## config.mk

```make
export PLATFORM = sky130hd
export DESIGN_NAME = ram_port_arbiter
export DESIGN_NICKNAME = d
export VERILOG_FILES = /design/src/rtl/ram_arb_pkg.sv /design/src/rtl/rr_arb2.sv /design/src/rtl/ram_port_arbiter.sv
export SDC_FILE = /design/constraint.sdc
export NUM_CORES = 1
export LEC_CHECK = 0
export CAP_MARGIN = 20
export CORE_ASPECT_RATIO = 1.2
export CORE_MARGIN = 4
export CORE_UTILIZATION = 42
export CTS_CLUSTER_DIAMETER = 60
export DETAILED_ROUTE_END_ITERATION = 16
export PLACE_DENSITY = 0.88
export RECOVER_POWER = 50
export SETUP_SLACK_MARGIN = 0.3
export SLEW_MARGIN = 20
export SYNTH_ARGS = -nofsm -noshare
export SYNTH_HDL_FRONTEND = slang
export SYNTH_SLANG_ARGS = --single-unit
```

## constraint.sdc

```tcl
create_clock -name clk -period 2.2 [get_ports clk]
set_clock_uncertainty 0.15 [all_clocks]
set_input_delay 0.33 -clock clk [delete_from_list [all_inputs] [get_ports clk]]
set_output_delay 0.33 -clock clk [all_outputs]
set_load 0.01 [all_outputs]
```

## src/rtl/ram_arb_pkg.sv

```systemverilog
// Shared types and default widths for the two-requester RAM port arbiter.
package ram_arb_pkg;

  localparam int DEFAULT_ADDR_WIDTH = 16;
  localparam int DEFAULT_DATA_WIDTH = 8;

  typedef enum logic [1:0] {
    IDLE    = 2'd0,
    ACCESS  = 2'd1,
    RD_WAIT = 2'd2
  } arb_state_t;

  typedef enum logic {
    OWNER_A = 1'b0,
    OWNER_B = 1'b1
  } owner_t;

endpackage

```

## src/rtl/rr_arb2.sv

```systemverilog
// Two-way round-robin arbiter: one-hot grant, pointer advances only when a grant is taken.
module rr_arb2
  import ram_arb_pkg::*;
(
  input  logic       clk,
  input  logic       rst_p,
  input  logic [1:0] req,
  input  logic       update_en,
  output logic [1:0] grant
);

  logic favour_b;

  always_comb begin
    grant = req;
    if (req == 2'b11) begin
      grant = favour_b ? 2'b10 : 2'b01;
    end
  end

  // After a grant, the other requester gets priority on the next contention.
  always_ff @(posedge clk) begin
    if (rst_p) begin
      favour_b <= 1'b0;
    end else if (update_en && (grant != 2'b00)) begin
      favour_b <= grant[0];
    end
  end

endmodule

```

## src/rtl/ram_port_arbiter.sv

```systemverilog
// Shares one single-port synchronous RAM between two requesters; one command in flight at a time.
module ram_port_arbiter
  import ram_arb_pkg::*;
#(
  parameter int ADDR_WIDTH = DEFAULT_ADDR_WIDTH,
  parameter int DATA_WIDTH = DEFAULT_DATA_WIDTH
) (
  input  logic                  clk,
  input  logic                  rst_p,
  input  logic                  a_valid,
  output logic                  a_ready,
  input  logic                  a_wr,
  input  logic [ADDR_WIDTH-1:0] a_addr,
  input  logic [DATA_WIDTH-1:0] a_wdata,
  output logic                  a_rvalid,
  output logic [DATA_WIDTH-1:0] a_rdata,
  input  logic                  b_valid,
  output logic                  b_ready,
  input  logic                  b_wr,
  input  logic [ADDR_WIDTH-1:0] b_addr,
  input  logic [DATA_WIDTH-1:0] b_wdata,
  output logic                  b_rvalid,
  output logic [DATA_WIDTH-1:0] b_rdata,
  output logic [ADDR_WIDTH-1:0] ram_addr,
  output logic [DATA_WIDTH-1:0] ram_data_in,
  output logic                  ram_rdn_wr,
  input  logic [DATA_WIDTH-1:0] ram_data_out,
  output logic                  busy
);

  arb_state_t state, state_next;
  logic [1:0] req;
  logic [1:0] grant;
  logic       accept;
  logic       cmd_wr;
  owner_t     cmd_owner;

  // Requests reach the arbiter only while idle and out of reset, so ready can never leak elsewhere.
  assign req     = ((state == IDLE) && !rst_p) ? {b_valid, a_valid} : 2'b00;
  assign a_ready = grant[0];
  assign b_ready = grant[1];
  assign accept  = grant[0] | grant[1];
  assign busy    = (state != IDLE);

  rr_arb2 u_rr_arb2 (
    .clk       (clk),
    .rst_p     (rst_p),
    .req       (req),
    .update_en (accept),
    .grant     (grant)
  );

  always_ff @(posedge clk) begin
    if (rst_p) begin
      state <= IDLE;
    end else begin
      state <= state_next;
    end
  end

  always_comb begin
    state_next = state;
    case (state)
      IDLE:    if (accept) state_next = ACCESS;
      ACCESS:  state_next = cmd_wr ? IDLE : RD_WAIT;
      RD_WAIT: state_next = IDLE;
      default: state_next = IDLE;
    endcase
  end

  // The ram_* registers double as the command register; rdn_wr is a single-cycle strobe.
  always_ff @(posedge clk) begin
    if (rst_p) begin
      ram_addr    <= '0;
      ram_data_in <= '0;
      ram_rdn_wr  <= 1'b0;
      cmd_wr      <= 1'b0;
      cmd_owner   <= OWNER_A;
    end else begin
      ram_rdn_wr <= 1'b0;
      if (accept) begin
        ram_addr    <= grant[1] ? b_addr : a_addr;
        ram_data_in <= grant[1] ? b_wdata : a_wdata;
        ram_rdn_wr  <= grant[1] ? b_wr : a_wr;
        cmd_wr      <= grant[1] ? b_wr : a_wr;
        cmd_owner   <= grant[1] ? OWNER_B : OWNER_A;
      end
    end
  end

  always_ff @(posedge clk) begin
    if (rst_p) begin
      a_rvalid <= 1'b0;
      b_rvalid <= 1'b0;
      a_rdata  <= '0;
      b_rdata  <= '0;
    end else begin
      a_rvalid <= 1'b0;
      b_rvalid <= 1'b0;
      if (state == RD_WAIT) begin
        if (cmd_owner == OWNER_A) begin
          a_rdata  <= ram_data_out;
          a_rvalid <= 1'b1;
        end else begin
          b_rdata  <= ram_data_out;
          b_rvalid <= 1'b1;
        end
      end
    end
  end

endmodule

```

==> results.json, run 1 <==
{
  "status": "complete, no violations",
  "nets": 398,
  "holdCritStartpoint": "cmd_wr$_SDFFE_PP0P_",
  "rows": 29,
  "synth_largest_area_cell": "dfxtp_1",
  "wl_per_cell_um": 16.5,
  "grt_pass1_vias": 2189,
  "cts_buffers": 5,
  "vias": 2242,
  "rsz0062_at_grt": "false",
  "vias_per_cell": 5.63,
  "cts_root_buf": "clkbuf_8",
  "cts.path.max_buffers": 2,
  "ir_drop_uv": 283,
  "p_total_w": 0.00226,
  "maxSlewHeadroom_pct": 58.3,
  "core_region_area_um2": 5410,
  "comb_power_share_pct": 25.2,
  "dp_hpwl_um": 4780,
  "hold_path_depth": 1,
  "grt.total_usage_pct": 18.0,
  "tritoncts": "done",
  "power.share.clock_pct": 32.0,
  "n_antenna_cell": 0,
  "critical_path_class": "reg2reg",
  "yosysMostFrequentCell": "dfxtp_1",
  "worstMarginPinSlew_ns": 0.626,
  "grt_max_degree": 53,
  "grt_pass1_wl_um": 10300,
  "synth-seq-cells": 48,
  "clk_pin_slew_worst_paths_ns": 0.08,
  "period_share_pct": 86.9,
  "wl_um": 6550,
  "timing.rr.start": "state[0]$_SDFFE_PP0P_",
  "ios": 108,
  "die_w_um": 76.7,
  "dp_worst_setup_slack_ns": 0.0178,
  "start_util_pct": 44.0,
  "placed_cell_area_um2": 3400,
  "cts_num_sinks": 48,
  "rr_worst_depth": 6,
  "place.gp.congestion": 0.774,
  "maxCapViolations": 0,
  "route.detailed.drc": 0,
  "final_area_um2": 3520,
  "drt_first_iter_violations": 107,
  "setup_ws_ns": 0.287,
  "area_growth_pct": 47.9,
  "netlist_area_um2": 2380,
  "min_period_ns": 1.91,
  "path_max_fanout": 52,
  "worst_setup_path_start_kind": "flip-flop",
  "yosys_warnings": 0,
  "yosysUniqueCellTypes": 38,
  "ys_top_cells_by_count": "48 x dfxtp_1, 26 x nand4_1, 24 x a21oi_1, 24 x a311oi_1, 18 x o31ai_2",
  "hold_path.class": "reg2reg",
  "holdPathEnd": "state[1]$_SDFFE_PP0P_",
  "ant_nets": 0,
  "synthCells": 237,
  "antenna_found_initial": 0,
  "swShare_pct": 25.9,
  "r2r_slack_ns": 0.29,
  "hold_viol": 0,
  "r2r-end": "ram_rdn_wr$_SDFF_PP0_",
  "die_h_um": 90.5,
  "p_int_w": 0.00167,
  "crit_arrival_ns": 1.99,
  "grt-ovfl-total": 0,
  "n_fill_cell": 449,
  "htreeDepth": 2,
  "yosys_most_used_dff": "dfxtp_1",
  "port_buffers": 107,
  "ys_async_sr_fraction_pct": 0,
  "tns_ns": 0,
  "maxSlewViolCount": 0,
  "cp.required_ns": 2.28,
  "switchingPower_w": 0.000585,
  "dieArea_um2": 6940,
  "drtPass1Iterations": 4,
  "power_leakage_nw": 1.35,
  "setup_viol": 0,
  "power_frac_seq_pct": 42.8,
  "synthTopCellsByArea": "dfxtp_1 40%, o31ai_2 9.5%, a311oi_1 8.8%",
  "pwr_density_cell_nw_per_um2": 641,
  "clk_latency_ns": 0.29,
  "synth_edf_count": 0,
  "seq_area_frac_synth_pct": 40.4,
  "avgSynthCellArea_um2": 10.0,
  "drive_gt1_share_pct": 14.3,
  "synth.top_cell.area_share_pct": 40.4,
  "max_freq_mhz": 523,
  "crit_path_end_kind": "flip-flop",
  "syn-num-nets": 299
}
-- layout by cell type (no fill, tap or decap), drive strengths merged, types with 2 or more instances in the layout --
master and count:
a21oi 24, o31ai 25, inv 3, buf 16, clkbuf 8, dlygate4sd3 26, dlygate4sd2 4, and2 2
a311oi 24, or2 2, nand4 26, dfxtp 48, nor2 17, clkdlybuf4s50 75, mux2i 16, nand2 2
bufinv 2
-- kinds of logic (layout without fill, tap and decap cells) --
family / count (synthesis) / after routing / synth area share (%)
AOI/OAI and AO/OA: 78 / 78 / 27.1
muxes: 16 / 16 / 6.73
buffers and inverters: 36 / 135 / 11.7
and+or+nand+nor: 59 / 59 / 14.1
DFF: 48 / 48 / 40.4
-- sequential cells by signal, indices dropped and copies added, names as in the netlist --
signal	cells
state	2
b_rvalid	1
ram_rdn_wr	1
cmd_wr	1
a_rdata	8
a_rvalid	1
ram_addr	16
u_rr_arb2.favour_b	1
cmd_owner	1
ram_data_in	8
b_rdata	8
-- cell type report --
cell class / count / area [µm²] / area share [%]
Timing Repair Buffer: 124 / 1200 / 34.0
Multi-Input combinational cell: 153 / 1140 / 32.3
Clock inverter: 2 / 60.1 / 1.71
Tap cell: 62 / 77.6 / 2.20
Inverter: 4 / 15.0 / 0.426
Clock buffer: 5 / 68.8 / 1.95
Sequential cell: 48 / 963 / 27.4
-- layer usage --
metal	vias up	part of all wire [%]	track usage, %
li1	1111	-	-
met1	1035	41	20.0
met2	91	50	32.8
met3	5	8.0	5.69
met4	0	0.70	4.23
met5	-	0	0
-- worst max-delay path, cell delays in order, from the launching register on --
cell and delay (ns):
dfxtp_2 0.35, nor3_1 0.29, buf_4 0.18, clkbuf_8 0.31, and2_1 0.20, buf_4 0.19, a21boi_1 0.17
-- power by group through the flow --
stage | Clock [W] | Sequential [W] | Combinational (W)
after detailed placement | 0 | 0.000988 | 0.000582
after global placement | 0 | 0.000985 | 0.000572
after global routing | 0.000774 | 0.000975 | 0.000613
after floorplan | 0 | 0.00101 | 0.000299
after CTS | 0.000747 | 0.000969 | 0.000583
final | 0.000723 | 0.000966 | 0.000569
-- how the worst max path moves through the flow --
stage | slack (ns) | end | start
CTS | 0.29 | a_ready | state[0]$_SDFFE_PP0P_
finish | 0.29 | ram_rdn_wr$_SDFF_PP0_ | state[0]$_SDFFE_PP0P_
global route | 0.16 | ram_rdn_wr$_SDFF_PP0_ | state[0]$_SDFFE_PP0P_
detailed placement | 0.02 | ram_data_in[3]$_SDFFE_PP0P_ | b_valid
global placement | 0.1 | a_ready | b_valid
floorplan | 0.58 | ram_addr[0]$_SDFFE_PP0P_ | rst_p
-- per-stage QoR --
step,utilization [%],std cells,hold slack [ns]
after CTS,65.4,398,0.281
after global routing,65.1,398,0.314
after floorplan,-,237,0.249
final,65.1,398,0.280
after global placement,62.9,390,0.263
after detailed placement,62.9,390,0.271
-- timing repair --
action	in CTS	in global routing
setup buffers	1	0
hold buffers	0	0
pin swaps	1	0
gates resized for setup	8	3
gates cloned	0	0
setup endpoints to repair	5	2
Power figures use the tool's default switching activity.
==> run 2: changes to the inputs <==
--- a/config.mk
+++ b/config.mk
@@ -6,12 +6,14 @@
 export NUM_CORES = 1
 export LEC_CHECK = 0
 export CAP_MARGIN = 20
+export CELL_PAD_IN_SITES_DETAIL_PLACEMENT = 1
+export CELL_PAD_IN_SITES_GLOBAL_PLACEMENT = 1
 export CORE_ASPECT_RATIO = 1.2
 export CORE_MARGIN = 4
-export CORE_UTILIZATION = 42
+export CORE_UTILIZATION = 30
 export CTS_CLUSTER_DIAMETER = 60
 export DETAILED_ROUTE_END_ITERATION = 16
-export PLACE_DENSITY = 0.88
+export PLACE_DENSITY = 0.86
 export RECOVER_POWER = 50
 export SETUP_SLACK_MARGIN = 0.3
 export SLEW_MARGIN = 20
==> run 2 against run 1 <==
Effect of this change: utilization is 19 points lower; global-route usage is 2.6 points lower; die area is 36% higher; combinational power grew 1%; first-iteration DRC count fell by 32%; cell count rose by 7.8%; maximum frequency up 1.5%; sequential cell count unchanged; sequential share of layout area decreased by 0.43 points; critical path type is now reg2out; critical endpoint is now b_ready.
==> results.json, run 2 (synthesized netlist as in run 1, its figures left out) <==
{
  "final_cell_mix": "76 x clkdlybuf4s50_1, 48 x dfxtp_1, 26 x nand4_1",
  "maxSlewHeadroom_pct": 56.8,
  "worst_setup_path_start_kind": "flip-flop",
  "period_share_pct": 85.6,
  "rows": 35,
  "largest_register_ff_count": 16,
  "grt.total_usage_pct": 15.4,
  "holdCritStartpoint": "cmd_wr$_SDFFE_PP0P_",
  "cts.path.max_buffers": 2,
  "core_region_area_um2": 7710,
  "maxCapViolations": 0,
  "antenna_found_initial": 0,
  "die_w_um": 89.3,
  "wl_per_cell_um": 17.2,
  "dp_hpwl_um": 5650,
  "ant_nets": 0,
  "pwr_density_cell_nw_per_um2": 621,
  "setup_viol": 0,
  "r2r-end": "ram_data_in[5]$_SDFFE_PP0P_",
  "grt-ovfl-total": 0,
  "drive_gt1_share_pct": 14.2,
  "maxSlewViolCount": 0,
  "clk_pin_slew_worst_paths_ns": 0.09,
  "hold_viol": 0,
  "drtPass1Iterations": 4,
  "regMostFlops": "ram_addr",
  "start_util_pct": 30.9,
  "power_leakage_nw": 1.34,
  "instances_no_fill": 429,
  "final_area_um2": 3570,
  "area_growth_pct": 49.9,
  "min_period_ns": 1.88,
  "nets": 398,
  "crit_start": "state[1]$_SDFFE_PP0P_",
  "timing.rr.start": "state[1]$_SDFFE_PP0P_",
  "path_max_fanout": 6,
  "cp.required_ns": 1.72,
  "wl_um": 7400,
  "route.detailed.drc": 0,
  "max_freq_mhz": 531,
  "ir_drop_uv": 419,
  "critical_path_class": "reg2out",
  "rsz0062_at_grt": "true",
  "grt_max_degree": 53,
  "dieArea_um2": 9430,
  "setup_ws_ns": 0.316,
  "vias": 2293,
  "dp.cells": 421,
  "cts_buffers": 5,
  "tritoncts": "done",
  "tns_ns": 0,
  "die_h_um": 106,
  "postCtsSetupBuffers": 0,
  "p_total_w": 0.00222,
  "grt_pass1_wl_um": 11600,
  "crit_arrival_ns": 1.40,
  "crit_path_end_kind": "output port",
  "vias_per_cell": 5.34,
  "n_antenna_cell": 0,
  "grt_pass1_vias": 2376,
  "drt_first_iter_violations": 73,
  "clk_latency_ns": 0.29,
  "status": "complete, no violations",
  "holdPathEnd": "state[1]$_SDFFE_PP0P_",
  "hold_path_depth": 1,
  "port_buffers": 107,
  "final_common_cell": "clkdlybuf4s50_1",
  "ios": 108,
  "rr_worst_depth": 5,
  "cpPeakStageDelay_ns": 0.38,
  "htreeDepth": 2,
  "place.gp.congestion": 0.718,
  "r2r_slack_ns": 0.37,
  "placed_cell_area_um2": 3450,
  "cts_root_buf": "clkbuf_8",
  "cp_slowest_cell": "dfxtp_1",
  "hold_path.class": "reg2reg",
  "cts_hold_buf": 0,
  "cts_num_sinks": 48,
  "crit_chain": "nor3_4 -> nand3_2 -> inv_1 -> dlygate4sd2_1",
  "dp_worst_setup_slack_ns": -0.0132,
  "worstMarginPinSlew_ns": 0.648
}
## run 2: stage by stage
step | util [%] | hold WS (ns)
detailed placement | 44.7 | 0.271
floorplan | - | 0.249
global placement | 44.7 | 0.265
CTS | 46.3 | 0.271
global route | 46.3 | 0.306
finish | 46.3 | 0.276
## run 2: worst max-delay path, delay by kind of cell (launching register included)
kind	cells	cell delay [ns]
buffers and inverters	2	0.36
flip-flops	1	0.38
AND/OR/NAND/NOR	2	0.38
## run 2: worst max-delay path by stage
stage                                           to  slack (ns)
after floorplan           ram_addr[0]$_SDFFE_PP0P_        0.58
after global placement                     a_ready        0.08
after detailed placement                   b_ready       -0.01
after CTS                                  b_ready        0.29
after global routing      ram_addr[1]$_SDFFE_PP0P_        0.21
final                                      b_ready        0.32
## run 2: power breakdown
part | total, W | leakage (nW) | switching (W) | internal [W]
Combinational | 0.000577 | 0.890 | 0.000282 | 0.000295
Sequential | 0.000969 | 0.393 | 0.0000377 | 0.000931
Clock | 0.000669 | 0.0614 | 0.000297 | 0.000372
Total | 0.00222 | 1.34 | 0.000618 | 0.00160
## run 2: what timing repair did
item	CTS	global route
setup endpoints to repair	28	27
pin swaps	0	2
resized for setup	7	2
hold endpoints to repair	0	0
## run 2: routing by layer
metal | GRT usage, % | part of all wire [%] | vias to the layer above
met3 | 4.38 | 7.8 | 10
met2 | 26.8 | 50 | 93
li1 | - | - | 1116
met4 | 4.26 | 1.1 | 0
met1 | 18.1 | 41 | 1074
met5 | 0 | 0 | -
## run 2: cell type report
cell class / instances / area [µm²]
clock buffers: 6 / 82.6
fillers: 881 / 4140
repair buffers: 124 / 1200
flip-flops and latches: 48 / 961
well taps: 92 / 115
multi-input cells: 153 / 1150
clock inverters: 2 / 38.8
inverters: 4 / 15.0
==> run 3: changes to the inputs <==
--- a/config.mk
+++ b/config.mk
@@ -10,7 +10,7 @@
 export CELL_PAD_IN_SITES_GLOBAL_PLACEMENT = 1
 export CORE_ASPECT_RATIO = 1.2
 export CORE_MARGIN = 4
-export CORE_UTILIZATION = 30
+export CORE_UTILIZATION = 29
 export CTS_CLUSTER_DIAMETER = 60
 export DETAILED_ROUTE_END_ITERATION = 16
 export PLACE_DENSITY = 0.86
@@ -19,4 +19,5 @@
 export SLEW_MARGIN = 20
 export SYNTH_ARGS = -nofsm -noshare
 export SYNTH_HDL_FRONTEND = slang
+export SYNTH_HIERARCHICAL = 1
 export SYNTH_SLANG_ARGS = --single-unit
==> run 3 against run 2 <==
Effect of this change: combinational power down 19%; global-route usage fell by 1.5 points; wire length is 17% lower; synthesized cell count decreased by 15%; utilization rose by 1.1 points; design area fell by 3.9%; first-iteration DRC count down 64%; register-to-register slack is essentially flat; hold slack better by 0.025 ns; sequential share of layout area increased by 1.1 points; maximum frequency grew 0.70%.
==> results.json, run 3 <==
{
  "clk_pin_slew_worst_paths_ns": 0.09,
  "maxCapViolations": 0,
  "setup_ws_ns": 0.330,
  "cts_root_buf": "clkbuf_8",
  "core_region_area_um2": 7230,
  "yosysUniqueCellTypes": 25,
  "grt-ovfl-total": 0,
  "dp_hpwl_um": 4770,
  "nets": 371,
  "start_util_pct": 29.6,
  "wl_um": 6170,
  "r2r_slack_ns": 0.36,
  "rr_worst_depth": 6,
  "drive_gt1_share_pct": 9.03,
  "instances_no_fill": 400,
  "dp.cells": 391,
  "largest_register_ff_count": 16,
  "cts.path.max_buffers": 2,
  "crit_end": "a_ready",
  "path_max_fanout": 4,
  "crit_start": "state[1]$_SDFFE_PP0P_",
  "clk_latency_ns": 0.29,
  "tritoncts": "done",
  "max_freq_mhz": 535,
  "rows": 34,
  "cp.required_ns": 1.72,
  "crit_arrival_ns": 1.39,
  "yosys_most_used_dff": "dfxtp_1",
  "cts_hold_buf": 0,
  "seq_area_frac_synth_pct": 44.9,
  "worstMarginPinSlew_ns": 0.962,
  "die_w_um": 86.4,
  "dieArea_um2": 8820,
  "area_growth_pct": 60.2,
  "ys_top_cells_by_count": "48 x dfxtp_1, 41 x mux2i_1, 25 x nand2b_1, 25 x nor2b_1, 24 x a211oi_1",
  "avgSynthCellArea_um2": 10.6,
  "netlist_area_um2": 2140,
  "ys_async_sr_fraction_pct": 0,
  "hold_path.class": "reg2reg",
  "holdCritStartpoint": "cmd_wr$_SDFFE_PP0P_",
  "grt_pass1_vias": 2031,
  "wl_per_cell_um": 15.4,
  "yosysMostFrequentCell": "dfxtp_1",
  "status": "complete, no violations",
  "die_h_um": 102,
  "min_period_ns": 1.87,
  "syn-num-nets": 264,
  "ant_nets": 0,
  "maxSlewHeadroom_pct": 35.8,
  "htreeDepth": 2,
  "regMostFlops": "ram_addr",
  "rsz0062_at_grt": "true",
  "route.detailed.drc": 0,
  "timing.rr.start": "state[1]$_SDFFE_PP0P_",
  "synthTopCellsByArea": "dfxtp_1 45%, mux2i_1 19%, a211oi_1 8.4%",
  "dp_worst_setup_slack_ns": -0.00321,
  "vias_per_cell": 4.67,
  "synth_largest_area_cell": "dfxtp_1",
  "cts_buffers": 5,
  "final_cell_mix": "76 x clkdlybuf4s50_1, 48 x dfxtp_1, 41 x mux2i_1",
  "synth.top_cell.area_share_pct": 44.9,
  "final_common_cell": "clkdlybuf4s50_1",
  "r2r-end": "ram_addr[10]$_SDFFE_PP0P_",
  "setup_viol": 0,
  "crit_path_end_kind": "output port",
  "grt_pass1_wl_um": 9780,
  "period_share_pct": 85.0,
  "synthCells": 202,
  "port_buffers": 107,
  "pwr_density_cell_nw_per_um2": 599,
  "vias": 1869,
  "synth-seq-cells": 48,
  "place.gp.congestion": 0.703,
  "n_antenna_cell": 0,
  "grt_max_degree": 56,
  "worst_setup_path_start_kind": "flip-flop",
  "ir_drop_uv": 308,
  "power_leakage_nw": 1.34,
  "synth_edf_count": 0,
  "cts_num_sinks": 48,
  "hold_viol": 0,
  "critical_path_class": "reg2out",
  "ios": 108,
  "maxSlewViolCount": 0,
  "antenna_found_initial": 0,
  "grt.total_usage_pct": 13.9,
  "yosys_warnings": 6,
  "drt_first_iter_violations": 26,
  "drtPass1Iterations": 4
}
[run 3: final cells by class]
cell class / count / area [µm²]
sequential: 48 / 961
clock inverter: 2 / 35.0
inverter: 2 / 10.0
tap: 90 / 113
timing repair buffer: 116 / 1140
clock buffer: 6 / 72.6
multi-input combinational: 136 / 1100
fill: 826 / 3800
[run 3: cells by family (layout without fill, tap and decap cells)]
logic type	Yosys count	in the layout	share of synthesized area, %
muxes	41	41	19.2
buffers and inverters	18	126	5.67
and+or+nand+nor	64	64	19.2
AOI/OAI and AO/OA	31	31	11.1
DFF	48	48	44.9
[run 3: per-layer routing]
| layer | GRT usage [%] | up-vias | share of wire (%) |
|---|---|---|---|
| met1 | 15.9 | 878 | 39 |
| met4 | 4.20 | 0 | 1.8 |
| met2 | 26.0 | 65 | 53 |
| met3 | 2.58 | 10 | 5.3 |
| li1 | - | 916 | - |
| met5 | 0 | - | 0 |
[run 3: critical path, stage by stage (launching register included)]
cell and delay (ns):
dfxtp_1 0.34, nor3_4 0.19, and2_4 0.20, a21boi_4 0.24, buf_6 0.13
[run 3: where the power goes]
group | internal, W | total (W) | switching (W)
combinational | 0.000285 | 0.000467 | 0.000181
clock | 0.000338 | 0.000626 | 0.000289
sequential | 0.000927 | 0.000960 | 0.0000326
total | 0.00155 | 0.00205 | 0.000503
[run 3: worst min path at each step]
stage,to,slack (ns),cells after the start
4_1_cts,state[0]$_SDFFE_PP0P_,0.25,3
5_1_grt,state[1]$_SDFFE_PP0P_,0.33,1
6_report,state[1]$_SDFFE_PP0P_,0.30,1
3_5_place_dp,state[1]$_SDFFE_PP0P_,0.31,1
3_3_place_gp,state[1]$_SDFFE_PP0P_,0.30,1
2_1_floorplan,u_rr_arb2/favour_b$_SDFFE_PP0P_,0.24,1
[run 3: repair_timing]
| action | CTS | global route |
|---|---|---|
| gates cloned | 0 | 0 |
| resized for setup | 8 | 8 |
| pin swaps | 2 | 2 |
| setup buffers | 0 | 1 |
| setup endpoints to repair | 27 | 28 |
[run 3: through the flow]
| stage | util (%) | hold WS [ns] | TNS, ns | total power [W] | area, µm² |
|---|---|---|---|---|---|
| after floorplan | - | 0.242 | 0 | 0.00121 | 2200 |
| after global placement | 45.7 | 0.301 | 0 | 0.00145 | 3300 |
| after detailed placement | 45.7 | 0.308 | -0.00321 | 0.00146 | 3300 |
| after CTS | 47.1 | 0.246 | 0 | 0.00209 | 3410 |
| after global routing | 47.4 | 0.328 | 0 | 0.00217 | 3430 |
| final | 47.4 | 0.301 | 0 | 0.00205 | 3430 |
==> variant 1, RTL diff (settings of run 3) <==
`DEFAULT_ADDR_WIDTH`: 16 -> 15.
--- a/src/rtl/ram_arb_pkg.sv
+++ b/src/rtl/ram_arb_pkg.sv
@@ -2,5 +2,5 @@
 package ram_arb_pkg;
 
-  localparam int DEFAULT_ADDR_WIDTH = 16;
+  localparam int DEFAULT_ADDR_WIDTH = 15;
   localparam int DEFAULT_DATA_WIDTH = 8;
 
Interface: changed (resized a_addr, b_addr and ram_addr); port bits go from 108 to 105. No check against the original RTL was run, so the function may have changed too.
==> variant 1 against run 3 <==
Synthesized area fell by 1.5%. Power down 4.3%. Sequential share of layout area down 0.88 points. Sequential cell count fell by 1. Die area shrank 1.4%. Setup slack lost 0.011 ns. Final area is 1.2% higher. Routed wire length rose by 1.5%.
==> variant 1: results (changes against run 3) <==
metric;value;unit;change
drtIter0Drc;32;;+23%
syn_inst;198;;-2.0%
wl_met1;2560;um;+5.6%
r2r-start;state[0];;
first_pass_iters;3;;-1
ff2ff_path_depth;7;;+1
slew-limit-headroom;31.2;%;-4.7 points
dp_cells;383;;-2.0%
met2_length;3230;um;-2.0%
synth.area.top_cells;dfxtp_1, mux2i_1, a211oi_1, nand2b_1, nor2b_1;;
wirelength;6260;um;+1.5%
grt_pass1_vias;1982;;-2.4%
synthDistinctLibCells;25;;unchanged
crit_slowest_cell;dfxtp_2;;
r2r_end;u_rr_arb2/favour_b;;
grt_max_degree;55;;-1.8%
placed_area;3270;um2;-0.91%
largest_reg_flops;15;;-1
cp.arrival;1.93;ns;+0.54 ns
synth_fp_nets;258;;-2.3%
gp_congestion;0.700;;-0.41%
r2r_slack;0.32;ns;-0.04 ns
drive_gt1_share;14.4;%;+5.3 points
h-tree-depth;2;;unchanged
wl_met3;385;um;+17%
leakagePower;0.00135;uW;+0.94%
intPower;1460;uW;-5.6%
grt_pass1_wl;9730;um;-0.49%
grt_use_met2;25.4;%;-0.61 points
worst-path-max-fanout;28;;+24
synth_common_cells;dfxtp_1, mux2i_1, nand2b_1;;
grt_util_met3;3.91;%;+1.3 points
finalNetCount;366;;-1.3%
io_buffers;104;;-2.8%
viasPerCell;4.64;;-0.67%
status;finished, final reports clean;;
grt_use_total;14.0;%;+0.13 points
wl_per_cell;15.9;um;+3.3%
hpwl;4700;um;-1.5%
ys_seq_area_share;44.7;%;-0.26 points
diodes;0;;unchanged
met1_usage;16.2;%;+0.25 points
variant 1: final cells by class:
type	instances	area (um2)
multi-input combinational	133	1140
sequential	47	942
timing repair buffer	117	1180
fill	771	3470
clock buffer	6	82.6
inverter	2	10.0
tap	87	109
clock inverter	1	5.00
variant 1: kinds of logic (layout without fill, tap and decap cells):
kind of cell	Yosys count	in the layout	share of synthesized area [%]
and+or+nand+nor	63	63	19.2
buffers and inverters	18	126	5.82
muxes	40	40	19.0
DFF	47	47	44.7
AOI/OAI and AO/OA	30	30	11.3
variant 1: how the worst max path moves through the flow:
stage | startpoint | depth (start not counted) | to
floorplan | rst_p | 9 | ram_data_in[7]
global placement | b_valid | 4 | b_ready
detailed placement | b_valid | 6 | ram_addr[11]
CTS | state[0] | 4 | b_ready
global route | state[0] | 6 | ram_addr[10]
finish | state[0] | 7 | u_rr_arb2/favour_b
variant 1: power by group through the flow:
stage | clock network, uW | registers [uW] | logic, uW
global route | 583 | 952 | 538
global placement | 0 | 960 | 468
finish | 520 | 944 | 500
floorplan | 0 | 980 | 200
CTS | 544 | 943 | 481
detailed placement | 0 | 960 | 479
variant 1: through the flow:
| stage | hold slack (ns) | worst slack (ns) | power (uW) |
|---|---|---|---|
| 2_1_floorplan | 0.242 | 0.267 | 1180 |
| 4_1_cts | 0.254 | 0.222 | 1970 |
| 3_5_place_dp | 0.284 | -0.0781 | 1440 |
| 3_3_place_gp | 0.287 | 0.0545 | 1430 |
| 6_report | 0.309 | 0.318 | 1960 |
| 5_1_grt | 0.325 | 0.221 | 2070 |
variant 1: timing repair:
item                                   CTS  global route
hold buffers                             0             0
setup buffers                            0             2
endpoints found under the hold margin    0             0
pin swaps                                1             6
gates resized for setup                  8            20
gates cloned                             0             1
setup endpoints to repair               28            28
==> variant 2, RTL diff (flow settings as in run 3) <==
Made on the original files. Reset style: asynchronous (`rst_p`), changed in 4 clocked blocks.
--- a/src/rtl/rr_arb2.sv
+++ b/src/rtl/rr_arb2.sv
@@ -20,5 +20,5 @@
 
   // After a grant, the other requester gets priority on the next contention.
-  always_ff @(posedge clk) begin
+  always_ff @(posedge clk or posedge rst_p) begin
     if (rst_p) begin
       favour_b <= 1'b0;
--- a/src/rtl/ram_port_arbiter.sv
+++ b/src/rtl/ram_port_arbiter.sv
@@ -51,5 +51,5 @@
   );
 
-  always_ff @(posedge clk) begin
+  always_ff @(posedge clk or posedge rst_p) begin
     if (rst_p) begin
       state <= IDLE;
@@ -70,5 +70,5 @@
 
   // The ram_* registers double as the command register; rdn_wr is a single-cycle strobe.
-  always_ff @(posedge clk) begin
+  always_ff @(posedge clk or posedge rst_p) begin
     if (rst_p) begin
       ram_addr    <= '0;
@@ -89,5 +89,5 @@
   end
 
-  always_ff @(posedge clk) begin
+  always_ff @(posedge clk or posedge rst_p) begin
     if (rst_p) begin
       a_rvalid <= 1'b0;
Behaviour: differs if rst_p is asserted again (counterexample within 4 cycles, from zero or initial values and one cycle with rst_p high); with rst_p held inactive, the same outputs for 10 cycles.
==> variant 2 against run 3 <==
Final cell count fell by 6.3%. Setup slack got worse by 0.043 ns. Register-to-register slack got worse by 0.07 ns. First-iteration DRC count fell by 27%. Via count fell by 8.5%. Routed wire length fell by 8.0%. Synthesized area fell by 4.4%. Sequential cell count did not move. Final area rose by 0.95%. Critical path type unchanged. Highest routed layer unchanged.
Power is not compared: it rests on default switching activity, and its combinational part moved more than twofold at a synthesized area within 25%.
==> variant 2: results (changes against run 3) <==
metric;value;unit;change
placed_area;3280;um2;-0.64%
worst-path-max-fanout;3;;-1
hold_ws;0.257;ns;-0.0439 ns
drive_gt1_share;15.3;%;+6.2 points
gp_congestion;0.716;;+1.9%
synth.area.top_cells;dfrtp_1, mux2i_1, mux2_2, o21ai_0, nand2_1;;
grt_pass1_wl;8960;um;-8.4%
fillers;768;;-7.0%
status;finished, final reports clean;;
grt_max_degree;33;;-41%
cp.arrival;1.43;ns;+0.04 ns
slew-limit-headroom;48.9;%;+13 points
grt_use_total;13.3;%;-0.58 points
grt_pass1_vias;1852;;-8.8%
r2r_slack;0.29;ns;-0.07 ns
ys_seq_area_share;58.8;%;+14 points
drtIter0Drc;19;;-27%
synth_async_sr_flop_share;100;%;+100 points
r2r-start;state[1];;
diodes;0;;unchanged
cts_root_buf;clkbuf_8;;
seqCellArea;1200;um2;+25%
hold_class;in2async;;
synth_common_cells;dfrtp_1, nand2_1, o21ai_0;;
hpwl;4400;um;-7.9%
cts_buffers;5;;unchanged
synth_fp_nets;232;;-12%
wl_per_cell;15.1;um;-1.9%
place_ws;-0.251;ns;-0.248 ns
viasPerCell;4.56;;-2.4%
dp_cells;364;;-6.9%
wirelength;5670;um;-8.0%
syn_inst;170;;-16%
ff2ff_path_depth;8;;+2
r2r_end;u_rr_arb2/favour_b;;
-- variant 2: cell families after synthesis --
family                 synth area share (%)
DFF                                    58.8
muxes                                  21.1
and+or+nand+nor                        8.08
AOI/OAI and AO/OA                      8.02
buffers and inverters                  4.10
-- variant 2: layout make-up --
class,count,share of cell area [%]
clock buffer,5,1.99
multi-input combinational,107,22.7
sequential,48,34.7
timing repair buffer,120,34.3
tap,87,3.15
clock inverter,3,2.60
inverter,5,0.542
-- variant 2: worst max path at each step --
stage | startpoint | endpoint | slack (ns)
2_1_floorplan | state[0] | ram_addr[14] | 0.31
3_3_place_gp | rst_p | a_ready | -0.18
3_5_place_dp | rst_p | a_ready | -0.25
4_1_cts | state[1] | a_ready | 0.29
5_1_grt | rst_p | state[0] | 0.14
6_report | state[1] | a_ready | 0.29
-- variant 2: critical path, stage by stage, from the launching register on --
cell      delay, ns
dfrtp_1        0.39
nor3_2         0.20
and2_4         0.21
a21boi_4       0.19
buf_2          0.15
-- variant 2: repair_timing --
item,4_1_cts,5_1_grt
hold buffers,1,0
gates resized for setup,15,5
pin swaps,2,1
endpoints found under the hold margin,1,0
gates cloned,0,1
endpoints found under the setup margin,32,29
setup buffers,1,0
-- variant 2: layer usage --
layer / share of wire (%) / vias to the layer above / global-route usage (%) / routed length [um]
met5: 0 / - / 0 / 0
met4: 0.71 / 0 / 3.65 / 40
met3: 7.6 / 4 / 3.69 / 433
met2: 51 / 80 / 24.1 / 2910
met1: 40 / 810 / 15.5 / 2290
li1: - / 816 / - / -
-- variant 2: power by group through the flow --
stage	Combinational [uW]	Sequential [uW]	Clock, uW
5_1_grt	2180	1610	920
6_report	2020	1560	852
2_1_floorplan	704	1730	0
4_1_cts	2060	1570	882
3_3_place_gp	1970	1560	0
3_5_place_dp	2040	1570	0
